### config.mk
export PLATFORM = sky130hd
export DESIGN_NAME = mem_req_queue_flat
export DESIGN_NICKNAME = d
export VERILOG_FILES = /design/src/rtl/mem_req_queue_if.sv /design/src/rtl/mem_req_queue.sv /design/src/flat_wrapper.sv
export SDC_FILE = /design/constraint.sdc
export NUM_CORES = 1
export LEC_CHECK = 0
export ABC_AREA = 1
export CAP_MARGIN = 20
export CORE_MARGIN = 4
export CORE_UTILIZATION = 41
export DETAILED_ROUTE_END_ITERATION = 8
export DONT_BUFFER_PORTS = 1
export PLACE_DENSITY = 0.53
export SYNTH_ARGS = -nofsm -noshare
export SYNTH_HDL_FRONTEND = slang
export SYNTH_SLANG_ARGS = --single-unit
### constraint.sdc
create_clock -name clk -period 11.5 [get_ports clk]
set_input_delay 0.575 -clock clk [delete_from_list [all_inputs] [get_ports clk]]
set_output_delay 0.575 -clock clk [all_outputs]
set_load 0.05 [all_outputs]
### src/rtl/mem_req_queue_if.sv
// L2-side request/response bundle for mem_req_queue.
// master = L2 arbiter side, slave = queue side.
interface mem_req_queue_if;
  localparam int unsigned AW = 32;
  localparam int unsigned DW = 128;

  logic [AW-1:0] req_addr;
  logic [DW-1:0] req_data;
  logic          req_rden;
  logic          req_wren;
  logic          req_client_id;
  logic          req_ready;
  logic [DW-1:0] rsp_data;
  logic          rsp_valid;
  logic          rsp_client_id;

  modport master (
    output req_addr, req_data, req_rden, req_wren, req_client_id,
    input  req_ready, rsp_data, rsp_valid, rsp_client_id
  );

  modport slave (
    input  req_addr, req_data, req_rden, req_wren, req_client_id,
    output req_ready, rsp_data, rsp_valid, rsp_client_id
  );
endinterface

### src/rtl/mem_req_queue.sv
// FIFO-buffered L2 request queue issuing one memory op at a time, blocking on reads.
// Optional WAIT watchdog enabled by defining MEMQ_TIMEOUT_EN.
module mem_req_queue #(
  parameter int unsigned DEPTH   = 4,
  parameter int unsigned TIMEOUT = 64
) (
  input  logic                 clk,
  input  logic                 reset,
  mem_req_queue_if.slave       l2,
  output logic [31:0]          o_mem_addr,
  output logic [127:0]         o_mem_wdata,
  output logic                 o_mem_rden,
  output logic                 o_mem_wren,
  output logic                 o_mem_client_id,
  output logic                 o_mem_en,
  input  logic [127:0]         i_mem_rdata,
  input  logic                 i_mem_rvalid,
  input  logic                 i_mem_rclient_id,
  output logic [2:0]           o_err
);
  localparam int unsigned AW = 32;
  localparam int unsigned DW = 128;
  localparam int unsigned PW = $clog2(DEPTH);
  localparam int unsigned CW = $clog2(DEPTH + 1);

  typedef struct packed {
    logic          wr;
    logic          rd;
    logic          client;
    logic [AW-1:0] addr;
    logic [DW-1:0] data;
  } entry_t;

  typedef enum logic [1:0] {S_IDLE, S_ISSUE, S_WAIT} state_t;

  state_t        r_state;
  state_t        w_next_state;
  entry_t        r_fifo [DEPTH];
  logic [PW-1:0] r_wr_ptr;
  logic [PW-1:0] r_rd_ptr;
  logic [CW-1:0] r_count;
  logic [CW-1:0] w_count_nxt;
  logic          r_ready;
  logic          r_mem_en;
  logic [AW-1:0] r_mem_addr;
  logic [DW-1:0] r_mem_wdata;
  logic          r_mem_rden;
  logic          r_mem_wren;
  logic          r_mem_client;
  logic [DW-1:0] r_rsp_data;
  logic          r_rsp_valid;
  logic          r_rsp_client;
  logic [2:0]    r_err;

  logic          w_req;
  logic          w_push;
  logic          w_pop;
  logic          w_capture;
  logic          w_force;
  logic          w_to_hit;
  logic          w_spurious;
  entry_t        w_new;
  entry_t        w_head;

  assign w_req       = l2.req_rden | l2.req_wren;
  assign w_push      = w_req & r_ready;
  assign w_spurious  = i_mem_rvalid & (r_state != S_WAIT);
  assign w_head      = r_fifo[r_rd_ptr];
  assign w_count_nxt = r_count + CW'(w_push) - CW'(w_pop);

  // A simultaneous rd+wr request is demoted to a write
  assign w_new.wr     = l2.req_wren;
  assign w_new.rd     = l2.req_rden & ~l2.req_wren;
  assign w_new.client = l2.req_client_id;
  assign w_new.addr   = l2.req_addr;
  assign w_new.data   = l2.req_data;

`ifdef MEMQ_TIMEOUT_EN
  localparam int unsigned TW = $clog2(TIMEOUT + 1);
  logic [TW-1:0] r_wait_cnt;

  always_ff @(posedge clk) begin
    if (reset)                 r_wait_cnt <= '0;
    else if (r_state == S_WAIT) r_wait_cnt <= r_wait_cnt + TW'(1);
    else                       r_wait_cnt <= '0;
  end

  assign w_to_hit = (r_state == S_WAIT) && (r_wait_cnt == TW'(TIMEOUT - 1));
`else
  logic w_unused_timeout;
  assign w_unused_timeout = (TIMEOUT != 0);
  assign w_to_hit = 1'b0;
`endif

  always_ff @(posedge clk) begin
    if (reset) r_state <= S_IDLE;
    else       r_state <= w_next_state;
  end

  always_comb begin
    w_next_state = r_state;
    w_pop        = 1'b0;
    w_capture    = 1'b0;
    w_force      = 1'b0;
    unique case (r_state)
      S_IDLE: begin
        if (r_count != '0) begin
          w_pop        = 1'b1;
          w_next_state = S_ISSUE;
        end
      end
      S_ISSUE: w_next_state = r_mem_rden ? S_WAIT : S_IDLE;
      S_WAIT: begin
        if (i_mem_rvalid) begin
          w_capture    = 1'b1;
          w_next_state = S_IDLE;
        end else if (w_to_hit) begin
          w_force      = 1'b1;
          w_next_state = S_IDLE;
        end
      end
      default: w_next_state = S_IDLE;
    endcase
  end

  // Entry storage carries no reset; validity is tracked by the pointers/count
  always_ff @(posedge clk) begin
    if (w_push) r_fifo[r_wr_ptr] <= w_new;
  end

  always_ff @(posedge clk) begin
    if (reset) begin
      r_wr_ptr     <= '0;
      r_rd_ptr     <= '0;
      r_count      <= '0;
      r_ready      <= 1'b1;
      r_mem_en     <= 1'b0;
      r_mem_addr   <= '0;
      r_mem_wdata  <= '0;
      r_mem_rden   <= 1'b0;
      r_mem_wren   <= 1'b0;
      r_mem_client <= 1'b0;
      r_rsp_data   <= '0;
      r_rsp_valid  <= 1'b0;
      r_rsp_client <= 1'b0;
      r_err        <= '0;
    end else begin
      r_mem_en <= 1'b1;
      r_count  <= w_count_nxt;
      r_ready  <= (w_count_nxt != CW'(DEPTH));
      if (w_push) r_wr_ptr <= r_wr_ptr + PW'(1);
      if (w_pop) begin
        r_rd_ptr     <= r_rd_ptr + PW'(1);
        r_mem_addr   <= w_head.addr;
        r_mem_wdata  <= w_head.data;
        r_mem_client <= w_head.client;
      end
      // Strobes are only ever high for the single ISSUE cycle
      r_mem_rden  <= w_pop & w_head.rd;
      r_mem_wren  <= w_pop & w_head.wr;
      r_rsp_valid <= w_capture | w_force;
      if (w_capture) begin
        r_rsp_data   <= i_mem_rdata;
        r_rsp_client <= i_mem_rclient_id;
      end else if (w_force) begin
        r_rsp_data   <= '0;
        r_rsp_client <= r_mem_client;
      end
      r_err <= r_err | {w_spurious | w_force,
                        l2.req_rden & l2.req_wren,
                        w_req & ~r_ready};
    end
  end

  assign l2.req_ready     = r_ready;
  assign l2.rsp_data      = r_rsp_data;
  assign l2.rsp_valid     = r_rsp_valid;
  assign l2.rsp_client_id = r_rsp_client;
  assign o_mem_addr       = r_mem_addr;
  assign o_mem_wdata      = r_mem_wdata;
  assign o_mem_rden       = r_mem_rden;
  assign o_mem_wren       = r_mem_wren;
  assign o_mem_client_id  = r_mem_client;
  assign o_mem_en         = r_mem_en;
  assign o_err            = r_err;
endmodule

### src/flat_wrapper.sv
// flat-port wrapper written by rule: the top's interface ports become plain ports
module mem_req_queue_flat 
#(
  parameter int unsigned DEPTH   = 4,
  parameter int unsigned TIMEOUT = 64
)
  (clk, reset, o_mem_addr, o_mem_wdata, o_mem_rden, o_mem_wren, o_mem_client_id, o_mem_en, i_mem_rdata, i_mem_rvalid, i_mem_rclient_id, o_err, l2_req_addr, l2_req_data, l2_req_rden, l2_req_wren, l2_req_client_id, l2_req_ready, l2_rsp_data, l2_rsp_valid, l2_rsp_client_id);
  mem_req_queue_if l2_i ();
  input  logic clk;
  input  logic reset;
  output logic [31:0] o_mem_addr;
  output logic [127:0] o_mem_wdata;
  output logic o_mem_rden;
  output logic o_mem_wren;
  output logic o_mem_client_id;
  output logic o_mem_en;
  input  logic [127:0] i_mem_rdata;
  input  logic i_mem_rvalid;
  input  logic i_mem_rclient_id;
  output logic [2:0] o_err;
  input wire logic [$bits(l2_i.req_addr)-1:0] l2_req_addr;
  input wire logic [$bits(l2_i.req_data)-1:0] l2_req_data;
  input wire logic [$bits(l2_i.req_rden)-1:0] l2_req_rden;
  input wire logic [$bits(l2_i.req_wren)-1:0] l2_req_wren;
  input wire logic [$bits(l2_i.req_client_id)-1:0] l2_req_client_id;
  output wire logic [$bits(l2_i.req_ready)-1:0] l2_req_ready;
  output wire logic [$bits(l2_i.rsp_data)-1:0] l2_rsp_data;
  output wire logic [$bits(l2_i.rsp_valid)-1:0] l2_rsp_valid;
  output wire logic [$bits(l2_i.rsp_client_id)-1:0] l2_rsp_client_id;
  assign l2_i.req_addr = l2_req_addr;
  assign l2_i.req_data = l2_req_data;
  assign l2_i.req_rden = l2_req_rden;
  assign l2_i.req_wren = l2_req_wren;
  assign l2_i.req_client_id = l2_req_client_id;
  assign l2_req_ready = l2_i.req_ready;
  assign l2_rsp_data = l2_i.rsp_data;
  assign l2_rsp_valid = l2_i.rsp_valid;
  assign l2_rsp_client_id = l2_i.rsp_client_id;
  mem_req_queue #(.DEPTH(DEPTH), .TIMEOUT(TIMEOUT)) u_core (.clk(clk), .reset(reset), .l2(l2_i), .o_mem_addr(o_mem_addr), .o_mem_wdata(o_mem_wdata), .o_mem_rden(o_mem_rden), .o_mem_wren(o_mem_wren), .o_mem_client_id(o_mem_client_id), .o_mem_en(o_mem_en), .i_mem_rdata(i_mem_rdata), .i_mem_rvalid(i_mem_rvalid), .i_mem_rclient_id(i_mem_rclient_id), .o_err(o_err));
endmodule
# Yosys cells after proc, flatten, opt, wreduce, memory -nomap -nowiden
# Memory sizes are Yosys's and may differ from the RTL's. A register that Yosys moved wholly into a read port is not among the register bits.
# Cells that the tools add are included.
[totals]
reg_bits = 307
latchBits = 0
ramBits = 652
romBits = 0
memories = 1
[classes]
n_addsub = 4
multipliers = 0
n_div = 0
n_lt_le_gt_ge = 0
n_eq_ne = 6
n_shift = 0
muxes = 15
bitwise = 11
reduce_logical = 3
[memory_table]
columns = ["name", "words", "width", "read_ports", "rd_clocked_by_memory_dff", "wr", "line_no", "source"]
rows = [
  ["u_core.r_fifo", 4, 163, 1, 1, 1, "mem_req_queue.sv:38", "entry_t r_fifo [DEPTH];"],
]
[op_table]
columns = ["cell", "n"]
rows = [
  ["$mux W128", 1],
  ["$mux W2", 5],
  ["$mux W1", 8],
  ["$and A1 B1 Y1", 7],
  ["$pmux W2 S3", 1],
  ["$add A2 B1 Y2 const B", 2],
  ["$ne A2 B2 Y1 const B", 2],
  ["$add A3 B1 Y3", 1],
  ["$ne A3 B3 Y1 const B", 1],
  ["$or A3 B3 Y3", 1],
  ["$reduce_bool A3 Y1", 1],
  ["$sub A3 B1 Y3", 1],
  ["$eq A2 B1 Y1 const B", 1],
  ["$eq A2 B2 Y1 const B", 1],
  ["$logic_not A2 Y1", 1],
  ["$ne A2 B1 Y1 const B", 1],
  ["$not A1 Y1", 2],
  ["$reduce_and A2 Y1", 1],
  ["$or A1 B1 Y1", 1],
]

# Depth between registers and ports, before layout
# Gate-level depths: netlist of run 1.
[logic_depth]
depth_word = 5
ltp_mapped = 13
mapped_depth_nobuf = 12

# Worst setup path before layout of run 1
# No wires, ideal clock.
[synth_timing]
path_type = "register -> register"
startpoint = "register u_core.r_ready (netlist: u_core.l2.req_ready)"
endpoint = "memory u_core.r_fifo[0][0] (netlist name), enable pin"
setup_time_ps = 689
arrival_ps = 7771
required_ps = 10811
slack_ps = 3040
path_stages_with_launch = 3
n_path_buf = 0
period_less_slack_ps = 8460
path_cell_list = "dfxtp_1 o21ai_1 nor2_1"
[synth_between]
elab_chain_cells = 3
[synth_lines]
columns = ["element", "line_no", "source"]
rows = [
  ["start, declared", "mem_req_queue.sv:43", "logic r_ready;"],
  ["start signal, assigned", "mem_req_queue.sv:150", "r_ready <= (w_count_nxt != CW'(DEPTH));"],
  ["$and A1 B1 Y1", "mem_req_queue.sv:66", "assign w_push = w_req & r_ready;"],
  ["$mux W1", "mem_req_queue.sv:128", "if (w_push) r_fifo[r_wr_ptr] <= w_new;"],
  ["$mux W1 (not written as such)", "mem_req_queue.sv:128", ""],
  ["end, declared", "mem_req_queue.sv:38", ""],
]
# No other way between the ends.

# Final worst setup path of run 1
[layout_timing]
startpoint = "register u_core.r_ready (netlist: u_core.l2.req_ready)"
endpoint = "memory u_core.r_fifo[0][14] (netlist name), enable pin"
# Same word-level chain as after synthesis.

==> results.sh, run 1 <==
export IMPL_setup_worst_path_start_class="flop"
export IMPL_grt_overflow=0
export IMPL_seqPwrFrac_pct=46.4
export IMPL_cts_sinks=961
export IMPL_rsz0062_at_grt="no"
export IMPL_dieWidth_um=316.6
export IMPL_p_int_mw=7.093
export IMPL_routed_via_density=4.543
export IMPL_tightest_slew_ps=1341
export IMPL_wl_mm=100.1
export IMPL_syn_avg_cell_area_um2=9.250
export IMPL_yosys_warnings=0
export IMPL_clkTransAtPathRegs_ps=60
export IMPL_syn2layout_area_growth_pct=15.52
export IMPL_insertion_delay_ps=680
export IMPL_nFillCells=8749
export IMPL_stdcell_count=5670
export IMPL_holdCritPathClass="primary input to flop"
export IMPL_leakagePower_nw=19.85
export IMPL_drv_cap=0
export IMPL_worstPathRequired_ps=11800
export IMPL_fmax_ghz=0.2775
export IMPL_period_minus_slack_ps=3604
export IMPL_dr_pass1_iters=5
export IMPL_slew_viol_final=0
export IMPL_synth_top_cell_by_area="edfxtp_1"
export IMPL_dp_cells=5298
export IMPL_cts_resized=0
export IMPL_cts_max_level=3
export IMPL_wl_met3_mm=7.136
export IMPL_worstPathMaxFanout=50
export IMPL_max_slew_margin_rel_pct=10.57
export IMPL_crit_type="flop to flop"
export IMPL_end_kind="flop"
export IMPL_worstPathArrival_ps=3900
export IMPL_top_layer="met5"
export IMPL_yosysTopAreaCellShare_pct=50.13
export IMPL_grt_max_degree=200
export IMPL_swShare_pct=39.21
export IMPL_antenna_found_initial=15
export IMPL_grt_pass1_wl_mm=148.5
export IMPL_num_rows=112
export IMPL_ys_types=22
export IMPL_clockBufferDepth=3
export IMPL_synth_seq_cells=961
export IMPL_final_layout_size_suffix_gt1_share_pct=4.584
export IMPL_finClkSkew_ps=20.48
export IMPL_finalCritPeriodShare_pct=31.34
export IMPL_drcViolationCount=0
export IMPL_final_setup_viol_count=0
export IMPL_wl_met2_mm=50.54
export IMPL_design_core_area_um2=93890
export IMPL_syn_cell_area_um2=39050
export IMPL_wire_per_inst_um=17.65
export IMPL_outcome="completed"
export IMPL_p_per_area_nw_per_um2=258.6
export IMPL_tns_ps=0
export IMPL_post_route_util_pct=48.05
export IMPL_hold_viol_final=0
export IMPL_yosysSeqAreaShare_pct=65.97
export IMPL_clkPwrFrac_pct=28.8
export IMPL_grt_pass1_vias=24220
export IMPL_pin_count=593
export IMPL_dpl_hpwl_mm=59.67
export IMPL_vias=25760
export IMPL_drtIter0Drc=1510
export IMPL_root_buffer="clkbuf_16"
export IMPL_cts_setup_buffers=0
export IMPL_portBuffers=0
export IMPL_power_share_combinational_pct=24.9
export IMPL_wirelength_met1_mm=39.25
export IMPL_start_util_pct=41.59
export IMPL_syn_nets=4524
export IMPL_postSynthCellCount=4222
export IMPL_detail_route_antenna_nets=0
export IMPL_cts_buffers=106
export IMPL_die_y_um=316.6
export IMPL_track_usage_pct=19.36
export IMPL_cts_tree="done"
export IMPL_synthTopCellsByArea="edfxtp_1 (50%), dfxtp_1 (16%), nand2_1 (11%), inv_1 (9.2%), nand3_1 (4.2%)"
export IMPL_power_switching_mw=4.575
export IMPL_finalNetCount=4619
export IMPL_gp_congestion=0.7499
export IMPL_die_area_um2=100300
export IMPL_peakVddDrop_mv=0.1876
[metrics by stage]
step                      hold WS (ps)  power [mW]  area, um^2  setup slack (ps)
after floorplan                  467.2       7.580       39050              3040
after global placement           480.2       8.349       39940              7588
after detailed placement         484.2       8.382       39940              7543
after CTS                        21.42       11.84       45080              7536
after global routing             46.37       12.43       45110              7678
final                            71.25       11.67       45110              7896
[per-layer routing]
metal  global-route usage [%]  up-vias
met5                        0        -
met3                    5.359      167
met1                    22.43    11860
li1                         -    13140
met2                    34.78      581
met4                    6.064       10
[path summary, 6_finish.rpt]
check,startpoint,endpoint,slack [ps],cells past startpoint
worst max-delay path,u_core.l2.req_ready,u_core.r_fifo[0][14],7900,5
worst min-delay path,i_mem_rvalid,u_core.o_err[2],70,2
worst max register to register,u_core.l2.req_ready,u_core.r_fifo[0][14],7900,5
worst min register to register,u_core.r_rd_ptr[1],flop,500,2
[layout by cell type, fill, tap and decap left out, types with 14 or more instances in the layout]
cell,instances
a21oi_1,137
buf_4,24
clkbuf_1,20
clkbuf_16,108
clkinv_1,14
clkinv_2,20
dfxtp_1,307
dlygate4sd3_1,164
edfxtp_1,652
inv_1,956
nand2_1,1139
nand3_1,324
nor2_1,346
o21ai_0,135
[state kept, by name (all words and copies together), names as in the netlist, 3 cells and up, named ones only]
signal and cells:
u_core.o_err 3, u_core.l2.rsp_data 128, u_core.o_mem_wdata 128, u_core.o_mem_addr 32
u_core.r_count 3, u_core.r_fifo 652
[critical path, stage by stage (launching register included)]
cell and delay (ps):
dfxtp_1 730, o21ai_1 210, buf_4 240, nor2_4 580, buf_4 610, buf_4 770
[Yosys cell counts]
master and number:
dfxtp_1 309, buf_2 107, a21oi_1 137, fa_1 1, inv_1 956, nor2_1 350
nand2_1 1139, nand3b_1 1, nand3_1 324, buf_6 1, buf_1 15, o21ai_1 3
clkbuf_1 56, inv_2 3, nand2_2 1, clkbuf_2 7, o21ai_0 135, buf_4 17
nand3_2 1, ha_1 6, edfxtp_1 652, nor2_2 1
[cells by family (layout without fill, tap and decap cells)]
family / Yosys count / in the layout / synth area share [%]
other: 0 / 9 / 0
adders and majority gates: 7 / 7 / 0.2435
AOI/OAI and AO/OA: 275 / 275 / 3.524
DFF: 961 / 961 / 65.97
and+or+nand+nor: 1817 / 1817 / 18.54
buffers and inverters: 1162 / 1347 / 11.72
[layout make-up]
class	instances	area [um^2]	area share [%]
Sequential cell	961	25770	57.13
Multi-Input combinational cell	2099	8763	19.43
Inverter	959	3620	8.024
Clock buffer	141	2957	6.554
Timing Repair Buffer	190	1862	4.127
Tap cell	1254	1569	3.478
Clock inverter	57	548.0	1.215
Antenna cell	9	22.52	0.04992
[power by group through the flow]
stage / clock (mW) / combinational [mW] / sequential, mW
4_1_cts: 3.45 / 2.98 / 5.42
5_1_grt: 3.60 / 3.38 / 5.46
3_3_place_gp: 0 / 2.86 / 5.49
2_1_floorplan: 0 / 2.22 / 5.36
3_5_place_dp: 0 / 2.89 / 5.49
6_report: 3.36 / 2.90 / 5.41
[timing repair]
action,4_1_cts,5_1_grt
endpoints found under the hold margin,657,0
setup endpoints to repair,0,0
hold buffers,164,0
Power figures use the tool's default switching activity.
==> run 2: changes to the inputs <==
clock period = 3.35 ns   (was 11.5 ns; I/O delays follow)
==> run 2 against run 1 <==
  * Via count rose by 2.7%
  * Global-route usage rose by 0.26 points
  * Count of clock-buffer cells in the layout rose by 20
  * Final area rose by 3.9%
==> results.sh, run 2 (synthesized netlist as in run 1, its figures left out) <==
export IMPL_outcome="completed"
export IMPL_final_area_um2=46900
export IMPL_placed_area_um2=40350
export IMPL_drv_cap=0
export IMPL_antenna_found_initial=29
export IMPL_vias=26450
export IMPL_syn2layout_area_growth_pct=20.08
export IMPL_use_met2_pct=35.88
export IMPL_wl_mm=101.9
export IMPL_grt_use_met3_pct=5.176
export IMPL_cts_setup_buffers=0
export IMPL_clockBufferDepth=3
export IMPL_cts_buffers=107
export IMPL_fmax_ghz=0.4245
export IMPL_leakagePower_nw=20.57
export IMPL_dr_pass1_iters=5
export IMPL_die_area_um2=100300
export IMPL_registers_top_by_ff_count="u_core.r_fifo"
export IMPL_drcViolationCount=0
export IMPL_root_buffer="clkbuf_16"
export IMPL_start_util_pct=41.59
export IMPL_cts_tree="done"
export IMPL_wire_per_inst_um=17.45
export IMPL_mostFrequentLayoutCells="nand2_1 (1139), inv_1 (956), edfxtp_1 (652), nor2_1 (346), nand3_1 (324)"
export IMPL_finalCritPeriodShare_pct=70.31
export IMPL_portBuffers=0
export IMPL_clkTransAtPathRegs_ps=60
export IMPL_hold_viol_final=0
export IMPL_finalNetCount=4772
export IMPL_end_kind="flop"
export IMPL_detail_route_antenna_nets=0
export IMPL_hold_buffers=296
export IMPL_cp_slowest_cell="fa_1"
export IMPL_cts_resized=0
export IMPL_dp_slack_ps=977.3
export IMPL_dieWidth_um=316.6
export IMPL_design_core_area_um2=93890
export IMPL_rsz0062_at_grt="no"
export IMPL_num_rows=112
export IMPL_total_power_mw=40.36
export IMPL_worstPathArrival_ps=2920
export IMPL_routed_via_density=4.529
export IMPL_holdWs_ps=191.5
export IMPL_setup_worst_path_start_class="flop"
export IMPL_grt_pass1_vias=24990
export IMPL_grt_overflow=0
export IMPL_gp_congestion=0.7526
export IMPL_peakVddDrop_mv=0.6419
export IMPL_finClkSkew_ps=22.93
export IMPL_final_layout_size_suffix_gt1_share_pct=5.019
export IMPL_met1_usage_pct=22.38
export IMPL_tightest_slew_ps=1128
export IMPL_layout_commonest_cell="nand2_1"
export IMPL_path_cells="nor2_1, nand2_1, nand2_8, inv_1, ha_1, inv_1, ha_1, fa_1, nand2_1, nand2_1, nor2_1, nand2_1"
export IMPL_final_setup_viol_count=0
export IMPL_track_usage_pct=19.62
export IMPL_slew_viol_final=0
export IMPL_dpl_hpwl_mm=60.49
export IMPL_cpMostUsedCell="nand2_1"
export IMPL_pin_count=593
export IMPL_cts_max_level=3
export IMPL_die_y_um=316.6
export IMPL_drtIter0Drc=1346
export IMPL_p_per_area_nw_per_um2=860.7
export IMPL_cts_sinks=961
export IMPL_max_slew_margin_rel_pct=24.78
export IMPL_crit_type="flop to flop"
export IMPL_grt_pass1_wl_mm=150.7
export IMPL_grt_busiest_layer="met2"
export IMPL_grt_max_degree=200
export IMPL_largest_reg_flops=652
export IMPL_period_minus_slack_ps=2355
export IMPL_worstPathMaxFanout=42
export IMPL_holdCritPathClass="primary input to flop"
export IMPL_cpPeakStageDelay_ps=420
export IMPL_insertion_delay_ps=680
export IMPL_postLayoutSetupSlackWorst_ps=994.5
export IMPL_worstPathRequired_ps=3910
==> run 2: cell types whose count changed in the layout (fill, tap and decap cells not counted), sizes merged <==
cell | before | now
dlygate4sd3 | 164 | 296
clkinv | 39 | 21
clkinvlp | 5 | 9
inv | 965 | 966
buf | 26 | 46
bufinv | 7 | 4
diode | 9 | 23
clkbuf | 141 | 161
==> run 2: layout make-up <==
class,count,area (um^2)
clock inverters,41,405.4
inverters,959,3620
multi-input cells,2099,8775
repair buffers,342,3571
clock buffers,161,3122
well taps,1254,1569
fillers,8474,47000
flip-flops and latches,961,25780
diodes,23,57.56
==> run 2: metal layers <==
metal | vias to the layer above | part of all wire (%)
li1 | 13470 | -
met1 | 12170 | 39
met2 | 644 | 51
met3 | 158 | 6.4
met4 | 14 | 2.9
met5 | - | 0.091
==> run 2: metrics by stage <==
stage | cells | setup TNS [ps] | utilization, %
2_1_floorplan | 4222 | -71410 | -
3_3_place_gp | 5319 | 0 | 42.97
3_5_place_dp | 5319 | 0 | 42.97
4_1_cts | 5817 | 0 | 49.89
5_1_grt | 5831 | 0 | 49.92
6_report | 5840 | 0 | 49.95
==> run 2: critical path: cells and delay by family (launching register included) <==
kind,cells,cell delay [ps]
adders and majority gates,3,910
and+or+nand+nor,7,850
buffers and inverters,2,170
DFF,1,320
==> run 2: final timing paths <==
check / from / to / slack [ps] / depth (start not counted)
min reg2reg: u_core.r_state[0] / u_core.r_state[1] / 530 / 2
max reg2reg: u_core.r_count[1] / u_core.l2.req_ready / 990 / 12
min: l2_req_data[104] / u_core.r_fifo[2][104] / 190 / 1
max: u_core.r_count[1] / u_core.l2.req_ready / 990 / 12
==> run 2: power by group <==
group,internal [mW],switching (mW)
sequential,14.6,3.80
clock,6.78,4.77
combinational,3.23,7.20
total,24.6,15.8
